[src/rtl/ray_dir_normalize_if.sv]
// Handshake and data bundle between the squaring stage, the normalizer and its consumer.
interface ray_dir_normalize_if #(
    parameter int unsigned WIDTH = 32
);
    logic             valid_in;
    logic             ready_out;
    logic [WIDTH-1:0] dir_x;
    logic [WIDTH-1:0] dir_y;
    logic [WIDTH-1:0] dir_z;
    logic [WIDTH-1:0] sq_x;
    logic [WIDTH-1:0] sq_y;
    logic [WIDTH-1:0] sq_z;
    logic             valid_out;
    logic [WIDTH-1:0] norm_x;
    logic [WIDTH-1:0] norm_y;
    logic [WIDTH-1:0] norm_z;
    logic [WIDTH-1:0] len_out;
    logic             zero_err;

    modport master (
        output valid_in, dir_x, dir_y, dir_z, sq_x, sq_y, sq_z,
        input  ready_out, valid_out, norm_x, norm_y, norm_z, len_out, zero_err
    );

    modport slave (
        input  valid_in, dir_x, dir_y, dir_z, sq_x, sq_y, sq_z,
        output ready_out, valid_out, norm_x, norm_y, norm_z, len_out, zero_err
    );
endinterface

[src/rtl/ray_dir_normalize.sv]
// Ray direction normalizer: sum of squares, bit-serial square root, then three
// bit-serial restoring divides by the length. Fixed latency, one op in flight.
module ray_dir_normalize #(
    parameter int unsigned WIDTH  = 32,
    parameter int unsigned Q_BITS = 16
) (
    input logic              clk,
    input logic              reset,
    ray_dir_normalize_if.slave bus
);
    localparam int unsigned SQRT_ITERS = (WIDTH + Q_BITS + 3) / 2;
    localparam int unsigned SW   = WIDTH + 2;
    localparam int unsigned RW   = 2 * SQRT_ITERS;
    localparam int unsigned REMW = SQRT_ITERS + 2;
    localparam int unsigned DRW  = SQRT_ITERS + 1;
    localparam int unsigned CW   = ((SQRT_ITERS > WIDTH) ? SQRT_ITERS : WIDTH) + 1;
    localparam int unsigned CNTW = $clog2(CW);
    localparam logic [WIDTH-1:0] ONE     = WIDTH'(1) << Q_BITS;
    localparam logic [WIDTH-1:0] LEN_MAX = {1'b0, {(WIDTH-1){1'b1}}};

    typedef enum logic [2:0] {IDLE, SUM, SQRT, DIV, DONE} state_t;

    state_t state, state_next;
    logic   load_c, sum_c, sqrt_c, div_c, done_c;
    logic   sqrt_last_c, div_last_c;

    logic [CNTW-1:0]       cnt;
    logic [WIDTH-1:0]      sq_r   [3];
    logic [WIDTH-1:0]      mag_r  [3];
    logic [2:0]            neg_r;
    logic [RW-1:0]         rad_r;
    logic [REMW-1:0]       srem_r;
    logic [SQRT_ITERS-1:0] root_r;
    logic                  zero_r;
    logic [DRW-1:0]        drem_r [3];
    logic [WIDTH-1:0]      dlo_r  [3];
    logic [WIDTH-1:0]      quo_r  [3];
    logic [2:0]            ovf_r;

    logic [SW-1:0]         sum_sq_c;
    logic [REMW-1:0]       srem_sh_c, trial_c, srem_nxt_c;
    logic [SQRT_ITERS-1:0] root_nxt_c;
    logic [DRW-1:0]        drem_sh_c  [3];
    logic [DRW-1:0]        drem_nxt_c [3];
    logic [2:0]            dbit_c;

    function automatic logic [WIDTH-1:0] abs_mag(input logic [WIDTH-1:0] v);
        return v[WIDTH-1] ? WIDTH'(-v) : v;
    endfunction

    // Clamp the quotient to ONE, then restore the sign (truncation toward zero).
    function automatic logic [WIDTH-1:0] signed_norm(input logic [WIDTH-1:0] q,
                                                     input logic ovf, input logic neg);
        logic [WIDTH-1:0] m;
        m = (ovf || (q > ONE)) ? ONE : q;
        return neg ? WIDTH'(-m) : m;
    endfunction

    function automatic logic [WIDTH-1:0] sat_len(input logic [SQRT_ITERS-1:0] r);
        return (CW'(r) > CW'(LEN_MAX)) ? LEN_MAX : WIDTH'(r);
    endfunction

    assign sqrt_last_c = (cnt == CNTW'(SQRT_ITERS - 1));
    assign div_last_c  = (cnt == CNTW'(WIDTH - 1));

    // State register
    always_ff @(posedge clk) begin
        if (!reset) state <= IDLE;
        else        state <= state_next;
    end

    // Next-state logic
    always_comb begin
        state_next = state;
        case (state)
            IDLE:    if (bus.valid_in) state_next = SUM;
            SUM:     state_next = SQRT;
            SQRT:    if (sqrt_last_c) state_next = DIV;
            DIV:     if (div_last_c) state_next = DONE;
            DONE:    state_next = IDLE;
            default: state_next = IDLE;
        endcase
    end

    // Per-state datapath strobes
    always_comb begin
        load_c = 1'b0;
        sum_c  = 1'b0;
        sqrt_c = 1'b0;
        div_c  = 1'b0;
        done_c = 1'b0;
        case (state)
            IDLE:    load_c = bus.valid_in;
            SUM:     sum_c  = 1'b1;
            SQRT:    sqrt_c = 1'b1;
            DIV:     div_c  = 1'b1;
            DONE:    done_c = 1'b1;
            default: ;
        endcase
    end

    // One root bit per cycle: bring down two radicand bits, try (root<<2)|1.
    always_comb begin
        sum_sq_c   = SW'(sq_r[0]) + SW'(sq_r[1]) + SW'(sq_r[2]);
        srem_sh_c  = REMW'({srem_r, rad_r[RW-1 -: 2]});
        trial_c    = REMW'({root_r, 2'b01});
        srem_nxt_c = srem_sh_c;
        root_nxt_c = SQRT_ITERS'({root_r, 1'b0});
        if (srem_sh_c >= trial_c) begin
            srem_nxt_c = srem_sh_c - trial_c;
            root_nxt_c = SQRT_ITERS'({root_r, 1'b1});
        end
    end

    // One quotient bit per cycle per lane, all lanes share the divisor root_r.
    always_comb begin
        for (int i = 0; i < 3; i++) begin
            drem_sh_c[i]  = DRW'({drem_r[i], dlo_r[i][WIDTH-1]});
            dbit_c[i]     = (drem_sh_c[i] >= DRW'(root_r));
            drem_nxt_c[i] = dbit_c[i] ? drem_sh_c[i] - DRW'(root_r) : drem_sh_c[i];
        end
    end

    always_ff @(posedge clk) begin
        if (!reset) begin
            bus.ready_out <= 1'b1;
            bus.valid_out <= 1'b0;
            bus.norm_x    <= '0;
            bus.norm_y    <= '0;
            bus.norm_z    <= '0;
            bus.len_out   <= '0;
            bus.zero_err  <= 1'b0;
            cnt    <= '0;
            neg_r  <= '0;
            rad_r  <= '0;
            srem_r <= '0;
            root_r <= '0;
            zero_r <= 1'b0;
            ovf_r  <= '0;
            for (int i = 0; i < 3; i++) begin
                sq_r[i]   <= '0;
                mag_r[i]  <= '0;
                drem_r[i] <= '0;
                dlo_r[i]  <= '0;
                quo_r[i]  <= '0;
            end
        end else begin
            bus.ready_out <= (state_next == IDLE);
            bus.valid_out <= done_c;

            if (load_c) begin
                sq_r[0]  <= bus.sq_x;
                sq_r[1]  <= bus.sq_y;
                sq_r[2]  <= bus.sq_z;
                mag_r[0] <= abs_mag(bus.dir_x);
                mag_r[1] <= abs_mag(bus.dir_y);
                mag_r[2] <= abs_mag(bus.dir_z);
                neg_r    <= {bus.dir_z[WIDTH-1], bus.dir_y[WIDTH-1], bus.dir_x[WIDTH-1]};
            end

            if (sum_c) begin
                rad_r  <= RW'(sum_sq_c) << Q_BITS;
                srem_r <= '0;
                root_r <= '0;
                cnt    <= '0;
                zero_r <= (sum_sq_c == '0);
            end

            if (sqrt_c) begin
                rad_r  <= rad_r << 2;
                srem_r <= srem_nxt_c;
                root_r <= root_nxt_c;
                cnt    <= sqrt_last_c ? '0 : cnt + CNTW'(1);
                // Preload the high dividend part; if it already reaches L the quotient exceeds ONE.
                if (sqrt_last_c) begin
                    for (int i = 0; i < 3; i++) begin
                        drem_r[i] <= DRW'(mag_r[i] >> Q_BITS);
                        dlo_r[i]  <= mag_r[i] << Q_BITS;
                        quo_r[i]  <= '0;
                        ovf_r[i]  <= (CW'(mag_r[i] >> Q_BITS) >= CW'(root_nxt_c));
                    end
                end
            end

            if (div_c) begin
                cnt <= cnt + CNTW'(1);
                for (int i = 0; i < 3; i++) begin
                    drem_r[i] <= drem_nxt_c[i];
                    dlo_r[i]  <= dlo_r[i] << 1;
                    quo_r[i]  <= WIDTH'({quo_r[i], dbit_c[i]});
                end
            end

            // Zero vector masks the divide-by-zero quotients entirely.
            if (done_c) begin
                bus.zero_err <= zero_r;
                bus.len_out  <= zero_r ? '0 : sat_len(root_r);
                bus.norm_x   <= zero_r ? '0 : signed_norm(quo_r[0], ovf_r[0], neg_r[0]);
                bus.norm_y   <= zero_r ? '0 : signed_norm(quo_r[1], ovf_r[1], neg_r[1]);
                bus.norm_z   <= zero_r ? '0 : signed_norm(quo_r[2], ovf_r[2], neg_r[2]);
            end
        end
    end
endmodule

[src/flat_wrapper.sv]
// flat-port wrapper written by rule: the top's interface ports become plain ports
module ray_dir_normalize_flat 
#(
    parameter int unsigned WIDTH  = 32,
    parameter int unsigned Q_BITS = 16
)
  (clk, reset, bus_valid_in, bus_dir_x, bus_dir_y, bus_dir_z, bus_sq_x, bus_sq_y, bus_sq_z, bus_ready_out, bus_valid_out, bus_norm_x, bus_norm_y, bus_norm_z, bus_len_out, bus_zero_err);
  ray_dir_normalize_if #(.WIDTH(WIDTH)) bus_i ();
  input logic clk;
  input logic reset;
  input wire logic [$bits(bus_i.valid_in)-1:0] bus_valid_in;
  input wire logic [$bits(bus_i.dir_x)-1:0] bus_dir_x;
  input wire logic [$bits(bus_i.dir_y)-1:0] bus_dir_y;
  input wire logic [$bits(bus_i.dir_z)-1:0] bus_dir_z;
  input wire logic [$bits(bus_i.sq_x)-1:0] bus_sq_x;
  input wire logic [$bits(bus_i.sq_y)-1:0] bus_sq_y;
  input wire logic [$bits(bus_i.sq_z)-1:0] bus_sq_z;
  output wire logic [$bits(bus_i.ready_out)-1:0] bus_ready_out;
  output wire logic [$bits(bus_i.valid_out)-1:0] bus_valid_out;
  output wire logic [$bits(bus_i.norm_x)-1:0] bus_norm_x;
  output wire logic [$bits(bus_i.norm_y)-1:0] bus_norm_y;
  output wire logic [$bits(bus_i.norm_z)-1:0] bus_norm_z;
  output wire logic [$bits(bus_i.len_out)-1:0] bus_len_out;
  output wire logic [$bits(bus_i.zero_err)-1:0] bus_zero_err;
  assign bus_i.valid_in = bus_valid_in;
  assign bus_i.dir_x = bus_dir_x;
  assign bus_i.dir_y = bus_dir_y;
  assign bus_i.dir_z = bus_dir_z;
  assign bus_i.sq_x = bus_sq_x;
  assign bus_i.sq_y = bus_sq_y;
  assign bus_i.sq_z = bus_sq_z;
  assign bus_ready_out = bus_i.ready_out;
  assign bus_valid_out = bus_i.valid_out;
  assign bus_norm_x = bus_i.norm_x;
  assign bus_norm_y = bus_i.norm_y;
  assign bus_norm_z = bus_i.norm_z;
  assign bus_len_out = bus_i.len_out;
  assign bus_zero_err = bus_i.zero_err;
  ray_dir_normalize #(.WIDTH(WIDTH), .Q_BITS(Q_BITS)) u_core (.clk(clk), .reset(reset), .bus(bus_i));
endmodule
[config.mk]
export PLATFORM = sky130hd
export DESIGN_NAME = ray_dir_normalize_flat
export DESIGN_NICKNAME = d
export VERILOG_FILES = /design/src/rtl/ray_dir_normalize_if.sv /design/src/rtl/ray_dir_normalize.sv /design/src/flat_wrapper.sv
export SDC_FILE = /design/constraint.sdc
export NUM_CORES = 2
export LEC_CHECK = 0
export BUFFER_PORTS_ARGS = -buffer_cell sky130_fd_sc_hd__buf_2
export CAP_MARGIN = 0
export CORE_ASPECT_RATIO = 0.9
export CORE_MARGIN = 2
export CORE_UTILIZATION = 60
export DETAILED_ROUTE_END_ITERATION = 6
export GPL_TIMING_DRIVEN = 0
export HOLD_SLACK_MARGIN = 0.03
export PLACE_DENSITY = 0.88
export REMOVE_ABC_BUFFERS = 1
export SLEW_MARGIN = 5
export SYNTH_ARGS = -nofsm -noshare
export SYNTH_HDL_FRONTEND = slang
export SYNTH_SLANG_ARGS = --single-unit
[constraint.sdc]
create_clock -name clk -period 9.7 [get_ports clk]
set_clock_uncertainty 0.1 [all_clocks]
set_input_delay 1.94 -clock clk [delete_from_list [all_inputs] [get_ports clk]]
set_output_delay 1.94 -clock clk [all_outputs]
set_load 0.03 [all_outputs]
# Word level (Yosys, flattened, before mapping)
# Memory sizes are Yosys's and may differ from the RTL's.
# Index checks and enable logic that the tools add are counted.
[totals]
mem_count = 5
elab_cells = 154
inputBits = 195
latchBits = 0
ramBits = 459
regBits = 245
mem_bits_ro = 0
[memory_table]
columns = ["name", "words", "width", "read_ports", "rd_clocked_by_memory_dff", "wr", "line_no", "rtl"]
rows = [
  ["u_core.mag_r", 3, 32, 3, 0, 3, "ray_dir_normalize.sv:29", "logic [WIDTH-1:0] mag_r [3];"],
  ["u_core.quo_r", 3, 32, 3, 0, 3, "ray_dir_normalize.sv:37", "logic [WIDTH-1:0] quo_r [3];"],
  ["u_core.sq_r", 3, 32, 3, 0, 3, "ray_dir_normalize.sv:28", "logic [WIDTH-1:0] sq_r [3];"],
  ["u_core.dlo_r", 3, 31, 3, 0, 3, "ray_dir_normalize.sv:36", "logic [WIDTH-1:0] dlo_r [3];"],
  ["u_core.drem_r", 3, 26, 3, 0, 3, "ray_dir_normalize.sv:35", "logic [DRW-1:0] drem_r [3];"],
]
[op_classes]
bitwise = 24
eq_ne = 6
n_addsub = 13
shift = 0
multipliers = 0
mux = 72
reduce_logical = 9
div_mod_pow = 0
n_lt_le_gt_ge = 10
[op_table]
columns = ["cell", "count"]
rows = [
  ["$mux W32", 24],
  ["$mux W26", 9],
  ["$neg A32 Y32", 6],
  ["$mux W31", 6],
  ["$mux W25", 6],
  ["$mux W50", 2],
  ["$gt A32 B17 Y1 const B", 3],
  ["$ge A26 B25 Y1", 3],
  ["$sub A26 B25 Y26", 3],
  ["$ge A16 B25 Y1", 3],
  ["$add A34 B32 Y34", 1],
  ["$logic_not A34 Y1", 1],
  ["$add A32 B32 Y33", 1],
  ["$ge A27 B27 Y1", 1],
  ["$sub A25 B25 Y25", 1],
  ["$mux W6", 4],
  ["$or A1 B1 Y1", 24],
  ["$mux W1", 17],
  ["$eq A6 B5 Y1 const B", 2],
  ["$pmux W3 S4", 1],
  ["$mux W3", 3],
  ["$add A6 B1 Y6 const B", 1],
  ["$eq A3 B2 Y1 const B", 2],
  ["$logic_not A3 Y1", 2],
  ["6 further kinds", 8],
]

# Longest topological paths before layout
[depth]
ltp_word = 7
ltp_mapped = 25

# Least setup slack after synthesis
# No wires, ideal clock.
[synth_timing]
path_type = "input -> register"
from = "input reset"
to = "memory u_core.dlo_r[0][15] (netlist name), enable pin"
n_path_buf = 2
t_arrival_ps = 6420
stages = 4
path_slack_ps = 1472
cell_sequence = "clkbuf_1 -> clkbuf_1 -> a21boi_0 -> nand2_1"
[synth_rtl]
columns = ["item", "line_no", "rtl"]
rows = [
  ["start: declaration", "flat_wrapper.sv:10", "input logic reset;"],
  ["end: declaration", "ray_dir_normalize.sv:36", ""],
]

==> impl_metrics.tcl <==
set metrics [dict create \
    synth_top_area_cell "edfxtp_1" \
    ys_warn_count 0 \
    grt_usage_pct 28.62 \
    synth_ff_type "edfxtp_1" \
    place_congestion 0.9374 \
    p_leak_nw 16.82 \
    grt_max_degree 169 \
    rsz0062_at_grt "no" \
    tightest_slew_ns 1.209 \
    avgSynthCellArea_um2 9.771 \
    syn2layout_area_growth_pct 13.03 \
    comb_power_share_pct 33.9 \
    overflow 0 \
    async_flop_share_pct 0 \
    clkPwrFrac_pct 29.8 \
    required_ns 10.15 \
    fin_nets 4401 \
    ys_ff_latch 635 \
    hp-class "reg2reg" \
    vias 30200 \
    antenna_found_initial 13 \
    drt_wl_total_um 93680 \
    clock_latency_ns 0.62 \
    switching_share_pct 33.12 \
    synthTopCellsByArea "edfxtp_1 (34%), dfxtp_1 (12%), ha_1 (7.7%)" \
    top_usage_layer "met2" \
    grt_pass1_wl_um 146700 \
    maxSlewHeadroom_pct 19.43 \
    drive_above_1_share_pct 12.21 \
    synthCells 3744 \
    yosys.cell_types.count 81 \
    crit_slowest_cell "a2111oi_0" \
    clk_pin_slew_worst_paths_ns 0.06 \
    cts_buffer_depth 3 \
    drtIter0Drc 3058 \
    initial_core_util_pct 60.88 \
    htreeDepth 3 \
    synth-seq-area-share_pct 46.00 \
    critPathBufInv 0 \
    p_total_mw 8.751 \
    place_inst 4689 \
    cts_tree "yes" \
    critical_path.startpoint_type "flop" \
    grt_pass1_vias 28650 \
    die-height_um 238.3 \
    min_period_over_period_pct 66.91 \
    post-dp-hpwl_um 63090 \
    layout_commonest_cell "edfxtp_1" \
    ir_worst_vdd_v 0.0003716 \
    core-area_um2 60090 \
    grt_use_met3_pct 5.851 \
    p_int_mw 5.852 \
    cp.arrival_ns 6.94 \
    die_area_um2 62960 \
    p_per_area_nw_per_um2 211.6 \
    drc_errors 0 \
    drt-vias-per-instance 6.263 \
    grt_util_met1_pct 36.56 \
    pwr-share-seq_pct 36.4 \
    postCtsSetupBuffers 0 \
    hold_depth 2 \
    synth-edff-count 411 \
    wl_per_cell_um 19.43 \
    grtUsageMet2_pct 47.04 \
    outcome "complete, no violations" \
    crit_path_end_kind "flop" \
    cpMostUsedCell "a21oi_1" \
    max-cap-violations 0 \
    finalSetupTns_ns 0 \
    drv_slew 0 \
    numCtsBuffers 68 \
    setup_viol 0 \
    switching_power_mw 2.898 \
    cpPeakStageDelay_ns 0.67 \
    synthesis.area_um2 36580 \
    critical_path_depth 23 \
    fmax_ghz 0.1541 \
    hold_buffers 0 \
    hold_viol 0 \
    r2r_cells 23 \
    first_pass_iters 6 \
    rows 85 \
    instances_no_fill 4822 \
    crit_fanout 7 \
    most-common-layout-cells "edfxtp_1 (411), buf_2 (317), nand2_1 (315)" \
    nFillCells 4299 \
    drtAntennaViolNets 0 \
    crit_family "compound AO/OA/AOI/OAI gates" \
    worstSetupPathType "reg2reg" \
    synth_top_area_share_pct 33.74 \
    post_cts_resized 0 \
    cp_cell_sequence "ha_1 > a21o_1 > a21oi_1 > o21ai_1 > a31oi_1 > o21ai_1 > a21oi_1 > nor2b_1 > o21a_1 > o21a_1 > o21ai_0 > a21oi_1 > ha_1 > a21oi_1 > o21ai_1 > a2111oi_0 > a21oi_1 > a41oi_1 > xnor2_1 > or4_1 > nor4_1 > o2111ai_1 > nand2_1" \
    port_buffers 318 \
    cts_root_buffer "clkbuf_16" \
    cts_sinks 635 \
    pin_count 326 \
    min_period_ns 6.490 \
    fp.dieW_um 264.3 \
]
[cell usage after synthesis (58+ instances only)]
master    count
and3_1      120
clkbuf_1    168
xnor2_1     108
inv_1        99
nor3_1       76
o21ai_1     111
o21ai_0     118
dfxtp_1     224
a21oi_1     241
a22oi_1      96
nor2b_1     140
nand2_1     318
nor2_1      265
xor2_1      131
edfxtp_1    411
and2_1      126
ha_1        225
a21o_1       78
a21boi_0     58
[final timing paths]
kind	from	endpoint	slack [ns]
max reg2reg	u_core.sq_r[0][1]	u_core.zero_r	3.21
min reg2reg	u_core.bus.norm_z[18]	u_core.bus.norm_z[18]	0.36
min	u_core.bus.norm_z[18]	u_core.bus.norm_z[18]	0.36
max	u_core.sq_r[0][1]	u_core.zero_r	3.21
[state kept, by name, indices dropped and copies added (netlist names), 32 cells and up]
signal and flops:
u_core.mag_r 96, u_core.drem_r 75, u_core.quo_r 96, u_core.bus.norm_y 32, u_core.bus.norm_x 32, u_core.dlo_r 48, u_core.sq_r 96, u_core.bus.norm_z 32
u_core.rad_r 34
[power by group through the flow]
stage	Clock (mW)	Sequential (mW)	Combinational, mW
2_1_floorplan	0	3.24	2.39
3_3_place_gp	0	3.26	2.30
3_5_place_dp	0	3.23	2.88
4_1_cts	2.62	3.18	2.91
5_1_grt	2.72	3.20	3.22
6_report	2.60	3.18	2.96
[final cells by class]
type | instances | area (µm²) | area share [%]
Sequential cell | 635 | 16830 | 40.70
Clock buffer | 97 | 1973 | 4.772
Tap cell | 783 | 979.7 | 2.369
Inverter | 102 | 382.9 | 0.9259
Antenna cell | 9 | 22.52 | 0.05447
Timing Repair Buffer | 341 | 2123 | 5.135
Multi-Input combinational cell | 2828 | 18790 | 45.44
Clock inverter | 27 | 251.5 | 0.6082
[per-stage QoR]
stage	hold slack (ns)	utilization, %	area [µm²]	setup slack [ns]
2_1_floorplan	0.3160	-	35880	1.064
3_3_place_gp	0.3372	63.99	38450	-5.051
5_1_grt	0.3799	68.81	41350	2.738
3_5_place_dp	0.3490	65.07	39100	3.413
4_1_cts	0.3572	68.78	41330	3.320
6_report	0.3562	68.81	41350	3.210
[routing by layer]
metal	vias up	wire, µm
li1	14180	-
met1	14450	38160
met4	12	4233
met5	-	79
met3	276	7282
met2	1287	43930
[worst register-to-register path: cells and delay by family, from the launching register on]
family / cells / cell delay [ns]
compound gates: 16 / 3.80
xor+xnor: 1 / 0.18
fa+ha+maj: 2 / 0.71
flops: 1 / 0.39
simple gates: 4 / 1.24
[kinds of logic (layout without fill, tap and decap cells)]
group / count (synthesis) / count (layout) / synth area share [%]
DFF: 635 / 635 / 46.00
and+or+nand+nor: 1307 / 1307 / 18.32
adders and majority gates: 230 / 230 / 7.969
other: 1 / 16 / 0.01025
buffers and inverters: 287 / 567 / 3.024
muxes: 37 / 37 / 1.012
AOI/OAI and AO/OA: 1008 / 1008 / 17.94
xor gates and xnor gates: 239 / 239 / 5.722
Note: power is estimated with default switching activity, not from simulation.
